<file path="config.mk">
export PLATFORM = sky130hd
export DESIGN_NAME = sb_trans_arbiter
export DESIGN_NICKNAME = d
export VERILOG_FILES = /design/src/rtl/sb_trans_arbiter.sv
export SDC_FILE = /design/constraint.sdc
export NUM_CORES = 1
export LEC_CHECK = 0
export BUFFER_PORTS_ARGS = -buffer_cell sky130_fd_sc_hd__buf_2
export CAP_MARGIN = 40
export CORE_ASPECT_RATIO = 1.75
export CORE_MARGIN = 4
export CORE_UTILIZATION = 54
export DETAILED_ROUTE_END_ITERATION = 12
export PLACE_DENSITY = 0.81
export SYNTH_ARGS = -nofsm -noshare
export SYNTH_HDL_FRONTEND = slang
export SYNTH_SLANG_ARGS = --single-unit
</file>
<file path="constraint.sdc">
create_clock -name sb_clk -period 2.73 [get_ports sb_clk]
set_input_delay 0.1365 -clock sb_clk [delete_from_list [all_inputs] [get_ports sb_clk]]
set_output_delay 0.1365 -clock sb_clk [all_outputs]
set_load 0.02 [all_outputs]
</file>
<file path="src/rtl/sb_trans_arbiter.sv">
// sb_trans_arbiter: grants one of three sideband requesters and tracks the transaction to ack, timeout or abort.
// Round-robin by default; define SB_ARB_STRICT_PRIO_EN for fixed priority 0 > 1 > 2.
module sb_trans_arbiter #(
  parameter int GAP_CYCLES     = 4,
  parameter int TIMEOUT_CYCLES = 1023
) (
  input  logic       sb_clk,
  input  logic       rst,
  input  logic [2:0] req_valid,
  input  logic [2:0] req_code_0,
  input  logic [2:0] req_code_1,
  input  logic [2:0] req_code_2,
  input  logic       disconnect_sbtx,
  input  logic       trans_sent,
  output logic [2:0] trans_sel,
  output logic [2:0] req_ack,
  output logic [2:0] req_err,
  output logic [1:0] grant_id,
  output logic       busy
);
  localparam int GW = GAP_CYCLES > 1 ? $clog2(GAP_CYCLES) : 1;
  localparam logic [GW-1:0] GAP_LAST = GW'(GAP_CYCLES > 0 ? GAP_CYCLES - 1 : 0);
  localparam logic [9:0] TO_LAST = 10'(TIMEOUT_CYCLES - 1);
  typedef enum logic [1:0] {IDLE, ISSUE, WAIT_SENT, GAP} state_t;
  localparam state_t DONE_ST = GAP_CYCLES == 0 ? IDLE : GAP;
  state_t state_q, state_d;
  logic [9:0] cnt_q, cnt_d;
  logic [GW-1:0] gap_q, gap_d;
  logic [2:0] sel_q, sel_d, ack_q, ack_d, err_q, err_d, win_oh, pick_code;
  logic [1:0] win_q, win_d, start, pick;
  logic [1:0] cand [3];
  logic busy_q, busy_d, grant;
  assign grant = state_q == IDLE && !disconnect_sbtx && |req_valid;
`ifdef SB_ARB_STRICT_PRIO_EN
  assign start = 2'd0;
`else
  logic [1:0] last_q, last_d;
  assign start  = last_q == 2'd2 ? 2'd0 : last_q + 2'd1;
  assign last_d = grant ? pick : last_q;
  always_ff @(posedge sb_clk or posedge rst)
    if (rst) last_q <= 2'd2;
    else     last_q <= last_d;
`endif
  // Candidates in search order, starting from the highest-priority slot.
  assign cand[0]   = start;
  assign cand[1]   = start == 2'd2 ? 2'd0 : start + 2'd1;
  assign cand[2]   = start == 2'd0 ? 2'd2 : start - 2'd1;
  assign pick      = req_valid[cand[0]] ? cand[0] : req_valid[cand[1]] ? cand[1] : cand[2];
  assign pick_code = pick == 2'd0 ? req_code_0 : pick == 2'd1 ? req_code_1 : req_code_2;
  assign win_oh    = 3'(1) << win_q;
  always_comb begin
    state_d = state_q;
    win_d   = win_q;
    cnt_d   = cnt_q;
    gap_d   = '0;
    sel_d   = '0;
    ack_d   = '0;
    err_d   = '0;
    case (state_q)
      IDLE: if (grant) begin
        win_d = pick;
        if (pick_code == 3'b000) ack_d = 3'(1) << pick;
        else begin
          sel_d   = pick_code;
          state_d = ISSUE;
        end
      end
      ISSUE: begin
        cnt_d   = '0;
        err_d   = disconnect_sbtx ? win_oh : 3'b000;
        state_d = disconnect_sbtx ? DONE_ST : WAIT_SENT;
      end
      WAIT_SENT: begin
        cnt_d = cnt_q + 10'd1;
        if (trans_sent) begin
          ack_d   = win_oh;
          state_d = DONE_ST;
        end else if (disconnect_sbtx || cnt_q == TO_LAST) begin
          err_d   = win_oh;
          state_d = DONE_ST;
        end
      end
      default: begin
        gap_d   = gap_q + GW'(1);
        state_d = gap_q == GAP_LAST ? IDLE : GAP;
      end
    endcase
    busy_d = state_d != IDLE;
  end
  always_ff @(posedge sb_clk or posedge rst)
    if (rst) begin
      state_q <= IDLE;
      win_q   <= '0;
      cnt_q   <= '0;
      gap_q   <= '0;
      sel_q   <= '0;
      ack_q   <= '0;
      err_q   <= '0;
      busy_q  <= 1'b0;
    end else begin
      state_q <= state_d;
      win_q   <= win_d;
      cnt_q   <= cnt_d;
      gap_q   <= gap_d;
      sel_q   <= sel_d;
      ack_q   <= ack_d;
      err_q   <= err_d;
      busy_q  <= busy_d;
    end
  assign trans_sel = sel_q;
  assign req_ack   = ack_q;
  assign req_err   = err_q;
  assign grant_id  = win_q;
  assign busy      = busy_q;
endmodule

</file>
### After elaboration in Yosys (flattened, before gate mapping)

Cells that the tools add are included.

| storage, ports and cells | value |
|---|---|
| ROM bits | 0 |
| input bits | 16 |
| word-level logic and storage cells | 69 |
| memories | 0 |
| register bits after elaboration | 28 |
| latch bits | 0 |
| bits in writable memories | 0 |
| output and inout bits | 12 |

| operators by class | value |
|---|---|
| div/mod/pow operators | 0 |
| shift operators | 2 |
| mux-type cells | 31 |
| reduce and logical (&&, ||, !) cells | 13 |
| order comparisons | 2 |
| bitwise gates (word level) | 0 |
| add/sub/neg operators | 5 |
| equal/unequal tests | 7 |
| $mul | 0 |

Operators with widths:

| kind | number |
|---|---|
| $mux W3 | 11 |
| $mux W2 | 11 |
| $pmux W10 S2 | 1 |
| $pmux W3 S2 | 2 |
| $add A10 B1 Y10 const B | 1 |
| $eq A10 B10 Y1 const B | 1 |
| $eq A2 B2 Y1 const B | 4 |
| $add A2 B1 Y2 const B | 3 |
| $logic_not A2 Y1 | 3 |
| $lt A2 B3 Y1 const B | 2 |
| $pmux W2 S3 | 1 |
| $reduce_or A3 Y1 | 2 |
| $shl A1 B2 Y3 const A | 2 |
| $bmux W1 S2 | 2 |
| $eq A2 B1 Y1 const B | 2 |
| $reduce_bool A2 Y1 | 2 |
| $logic_not A3 Y1 | 1 |
| $mux W1 | 3 |
| $logic_and A1 B1 Y1 | 2 |
| $reduce_and A2 Y1 | 1 |
| $sub A2 B1 Y2 const B | 1 |
| $logic_not A1 Y1 | 1 |
| $logic_or A1 B1 Y1 | 1 |

### Logic depth before layout (Yosys ltp)

| logic depth | value |
|---|---|
| word-level depth | 16 |
| gate-level depth with buffers | 9 |
| gate-level depth less buffers | 8 |

### Worst setup path after synthesis

Ideal clock, no wire load.

| path | value |
|---|---|
| path kind | flip-flop to flip-flop |
| start point | register last_q[1] |
| end point | register busy_q (netlist: busy) |
| slack | 707 ps |
| buffers on the path | 0 |
| period minus slack after synthesis | 2023 ps |
| arrival time | 1888 ps |
| required time | 2596 ps |
| setup time | 134 ps |
| cell stages (with the launch flop) | 8 |
| cell sequence | dfstp_2 nand2b_4 ha_1 inv_1 a211o_1 a2111o_1 a21boi_2 o21ai_0 |

| between the ends | value |
|---|---|
| cells in the longest elaborated chain, start to end | 16 |
| elaborated cells on any way between the ends | 24 |
| those cells by class | 3 x add/sub; 3 x eq/ne; 14 x mux; 4 x reduce/logical |

RTL lines:

| item | line | text |
|---|---|---|
| start: declaration | 37 | `logic [1:0] last_q, last_d;` |
| start signal: assignment | 42 | `else last_q <= last_d;` |
| $add A2 B1 Y2 or $eq A2 B2 Y1 (tied branches) | 38 | `assign start = last_q == 2'd2 ? 2'd0 : last_q + 2'd1;` |
| $mux W2 (*) | 38 |  |
| $add A2 B1 Y2 or $eq A2 B2 Y1 (tied branches) | 46 | `assign cand[1] = start == 2'd2 ? 2'd0 : start + 2'd1;` |
| $mux W2 | 46 |  |
| $bmux W1 S2 | 48 | `assign pick = req_valid[cand[0]] ? cand[0] : req_valid[cand[1]] ? cand[1] : cand[2];` |
| $mux W1 (implied by the code) | 48 |  |
| $mux W2 | 48 |  |
| $mux W2 (*) | 48 |  |
| $eq A2 B1 Y1 | 49 | `assign pick_code = pick == 2'd0 ? req_code_0 : pick == 2'd1 ? req_code_1 : req_code_2;` |
| $mux W3 | 49 |  |
| $mux W3 (*) | 49 |  |
| $logic_not A3 Y1 (*) | 62 | `if (pick_code == 3'b000) ack_d = 3'(1) << pick;` |
| $mux W2 (*) | 62 |  |
| $mux W2 (*) | 60 | `IDLE: if (grant) begin` |
| $pmux W2 S3 (*) | 59 | `case (state_q)` |
| $reduce_bool A2 Y1 (*) | 88 | `busy_d = state_d != IDLE;` |
| named net busy_d | 32 | `logic busy_q, busy_d, grant;` |
| end signal: assignment | 108 | `busy_q <= busy_d;` |
| end: declaration | 32 |  |

Mark *: on every way through the listed nets, which the timed path passes. The rest lies on a longest branch. The select of a mux whose other input is x is not followed.
A chain may end at the register's enable or synchronous reset.

### Final worst setup path

| path | value |
|---|---|
| start point | register last_q[1] |
| end point | register state_q[0] |

| between the ends | value |
|---|---|
| cells in the longest elaborated chain, start to end | 15 |
| elaborated cells on any way between the ends | 23 |
| those cells by class | 3 x add/sub; 3 x eq/ne; 14 x mux; 3 x reduce/logical |

RTL lines:

| item | line | text |
|---|---|---|
| $add A2 B1 Y2 or $eq A2 B2 Y1 (tied branches) | 38 |  |
| $mux W2 (*) | 38 |  |
| $add A2 B1 Y2 or $eq A2 B2 Y1 (tied branches) | 46 |  |
| $mux W2 | 46 |  |
| $bmux W1 S2 | 48 |  |
| $mux W1 (implied by the code) | 48 |  |
| $mux W2 | 48 |  |
| $mux W2 (*) | 48 |  |
| $eq A2 B1 Y1 | 49 |  |
| $mux W3 | 49 |  |
| $mux W3 (*) | 49 |  |
| $logic_not A3 Y1 (*) | 62 |  |
| $mux W2 (*) | 62 |  |
| $mux W2 (*) | 60 |  |
| $pmux W2 S3 (*) | 59 |  |
| named net state_d[0] | 26 | `state_t state_q, state_d;` |
| end signal: assignment | 101 | `state_q <= state_d;` |
| end: declaration | 26 |  |

Marked as above.

==> results.md <==
- Status: complete, no violations
- Worst r2r dst: state_q[0]
- Area contributors post-synth: dfrtp_1, ha_1, inv_1, o21ai_0, nand2_1
- Syn Area/Cell: 9.65 um2
- Post-synth ARST share: 100%
- Critical path class: register to register
- Initial Util: 55.6%
- Die width: 47.8 um
- Nets@finish: 211
- FILL cells: 224
- Worst-path cell chain: nand2b_4 > ha_1 > o21bai_1 > and3b_1 > a31oi_1 > a21boi_2 > o21ai_0
- Cells after synthesis: 155
- Setup crit start kind: register
- Pins Over Slew Limit: 0
- FF-to-FF setup slack: 0.41 ns
- Post-synth EDFFs: 0
- Via count: 1297
- CP Capture Type: register
- Vias in the first global route: 1351
- R2R Path Start: last_q[1]
- Fin Setup TNS: 0 ns
- Clk pin slew, worst setup/hold paths: around 0.090 ns
- Final Hold Fails: 0
- WL/cell: ~15 um
- Critical Path End: state_q[0]
- Leakage: 0.000824 uW
- Worst VDD drop: between 600 and 700 uV
- Flops & latches, synth: 28
- Cts bufs inserted: 3
- Largest net degree at the start of global routing: 24
- RePlAce Congestion: 0.755
- # port buffers: 27
- H-tree levels: 1
- Max stage delay on crit path: ~0.58 ns
- Tot Pwr: 1590 uW
- HPWL Detailed: 2590 um
- Drt drc: 0
- Clock Latency Late Sink: ~0.27 ns
- Max cap viols: 0
- Detailed Route Iter0 Violations: 43
- First-pass GRT wire length: 5550 um
- Clock Path Buffers: 2
- Core area: 0.00269 mm2
- Slew HR: 48.7%
- Total track usage: 20.1%
- Crit path max fanout: 11
- Warnings, synthesis: 0
- CP Launch Point: last_q[1]
- Routed Antenna Nets: 0
- Cell taking the most area after synthesis: dfrtp_1
- Post-CTS Setup Repair Bufs: 0
- Share of cells above drive strength 1: 18.8%
- Distinct cells, synth: 42
- Cell Area, Synth: 0.00150 mm2
- Antenna Cells: 0
- Net count after synthesis: about 180
- Yosys top cell area share: a little under half
- Post-synthesis sequential area ratio: 46.9%
- Vias per cell: 6.09
- Final Skew: 0.00480 ns
- Drt pass-1 iters: 4
- Row count: 25
- Period utilisation layout: between 80% and 90%
- I/O Pins: 28
- Min cycle time layout: around 2.3 ns
- Unrepaired setup endpoints after global routing: false
- WP data required: 2.87 ns
- Most frequent cells in the layout: dfrtp_1, buf_2, inv_1, nand2_1, nor2_1
- Detailed Route WL: 3260 um
- Main flop type after synthesis: dfrtp_1
- Die area: 0.00371 mm2
- Tightest Pin Transition: 0.766 ns
- Clock Tree Root: clkbuf_8
- Worst min path class: input pin to register
- Layout area overhead: 16.5%
- Initial antenna violation count: 0
- P per Cell Area: 913 mW/mm2
- Max Clock Freq: 430 MHz
- Die Ht: 77.6 um
- # clock sinks: 28
- Setup Viol. Count Final: 0
- CP Data Arrival Time: 2.47 ns
- Worst-case reg-to-reg path depth: 7
- CP max stage cell: dfstp_2
- CTS tree: yes
- Overflow after GRT: 0
timing repair:
item                      4_1_cts  5_1_grt
hold endpoints to repair        4        0
gates resized for setup         0        0
hold buffers                    1        0
synth_stat cells (all sizes together) (2+ instances only):
master  count
nand4       3
nand2      14
mux2i       3
a21boi      2
nor2       12
dfrtp      27
nor3b       2
xor2        3
nor4        3
o32ai       2
ha          8
o22ai       2
a21oi       5
inv        15
or3         3
clkbuf      2
o21ai      11
nor2b       4
nand3       7
a211oi      4
o21a        3
report_power, final:
part | switching [uW] | total [uW] | leakage (uW) | internal [uW]
Combinational | 463 | 756 | 0.000435 | 293
Clock | 124 | 229 | 0.0000228 | 105
Sequential | 90.0 | 606 | 0.000366 | 516
Total | 677 | 1590 | 0.000824 | 914
metal layers:
metal  GRT usage, %  vias up  routed length (um)
met5              0        -                   0
met4           12.4        0                 114
met3           2.55       13                 111
met2           33.6       38                1810
met1           22.3      627                1230
li1               -      619                   -
worst max-delay path: cells and delay by family, from the launching register on:
family	cells	cell delay (ns)
AOI/OAI and AO/OA	4	1.09
DFF	1	0.58
and+or+nand+nor	2	0.32
adders and majority gates	1	0.23
through the flow:
step,setup slack (ns),util (%),cells,instance area [um2],hold WS (ns)
floorplan,0.707,-,155,1500,0.201
global placement,0.571,61.7,207,1660,0.415
detailed placement,0.436,62.7,208,1690,0.101
CTS,0.427,64.8,213,1740,0.166
global route,0.192,64.8,213,1740,0.179
finish,0.406,64.8,213,1740,0.170
registers in the layout, summed over array words and instances, names as in the netlist:
| signal | cells |
|---|---|
| busy | 1 |
| last_q | 2 |
| trans_sel | 3 |
| req_ack | 3 |
| state_q | 2 |
| req_err | 3 |
| cnt_q | 10 |
| grant_id | 2 |
| gap_q | 2 |
cell families (layout without fill, tap and decap cells):
family	after synthesis	count (layout)	synth area share [%]
simple gates	54	54	18.7
flops	28	28	46.9
buf+inv	18	49	4.60
compound gates	40	40	18.7
fa+ha+maj	8	8	6.69
mux	3	3	2.01
xor+xnor	4	4	2.34
how the worst min path moves through the flow:
stage / slack (ns) / depth (start not counted) / end / startpoint
2_1_floorplan: 0.20 / 1 / busy / rst
3_3_place_gp: 0.42 / 2 / req_err[0] / rst
3_5_place_dp: 0.10 / 2 / req_err[0] / rst
4_1_cts: 0.17 / 3 / trans_sel[2] / req_code_2[2]
5_1_grt: 0.18 / 3 / trans_sel[1] / req_code_2[1]
6_report: 0.17 / 3 / trans_sel[2] / req_code_2[2]
area by class of cell:
class / count / area [um2] / share of cell area (%)
timing repair buffer: 30 / 180 / 10.3
clock buffer: 4 / 45.0 / 2.58
sequential: 28 / 702 / 40.3
inverter: 15 / 56.3 / 3.23
tap: 27 / 33.8 / 1.94
multi-input combinational: 109 / 726 / 41.6
Power figures use the tool's default switching activity.
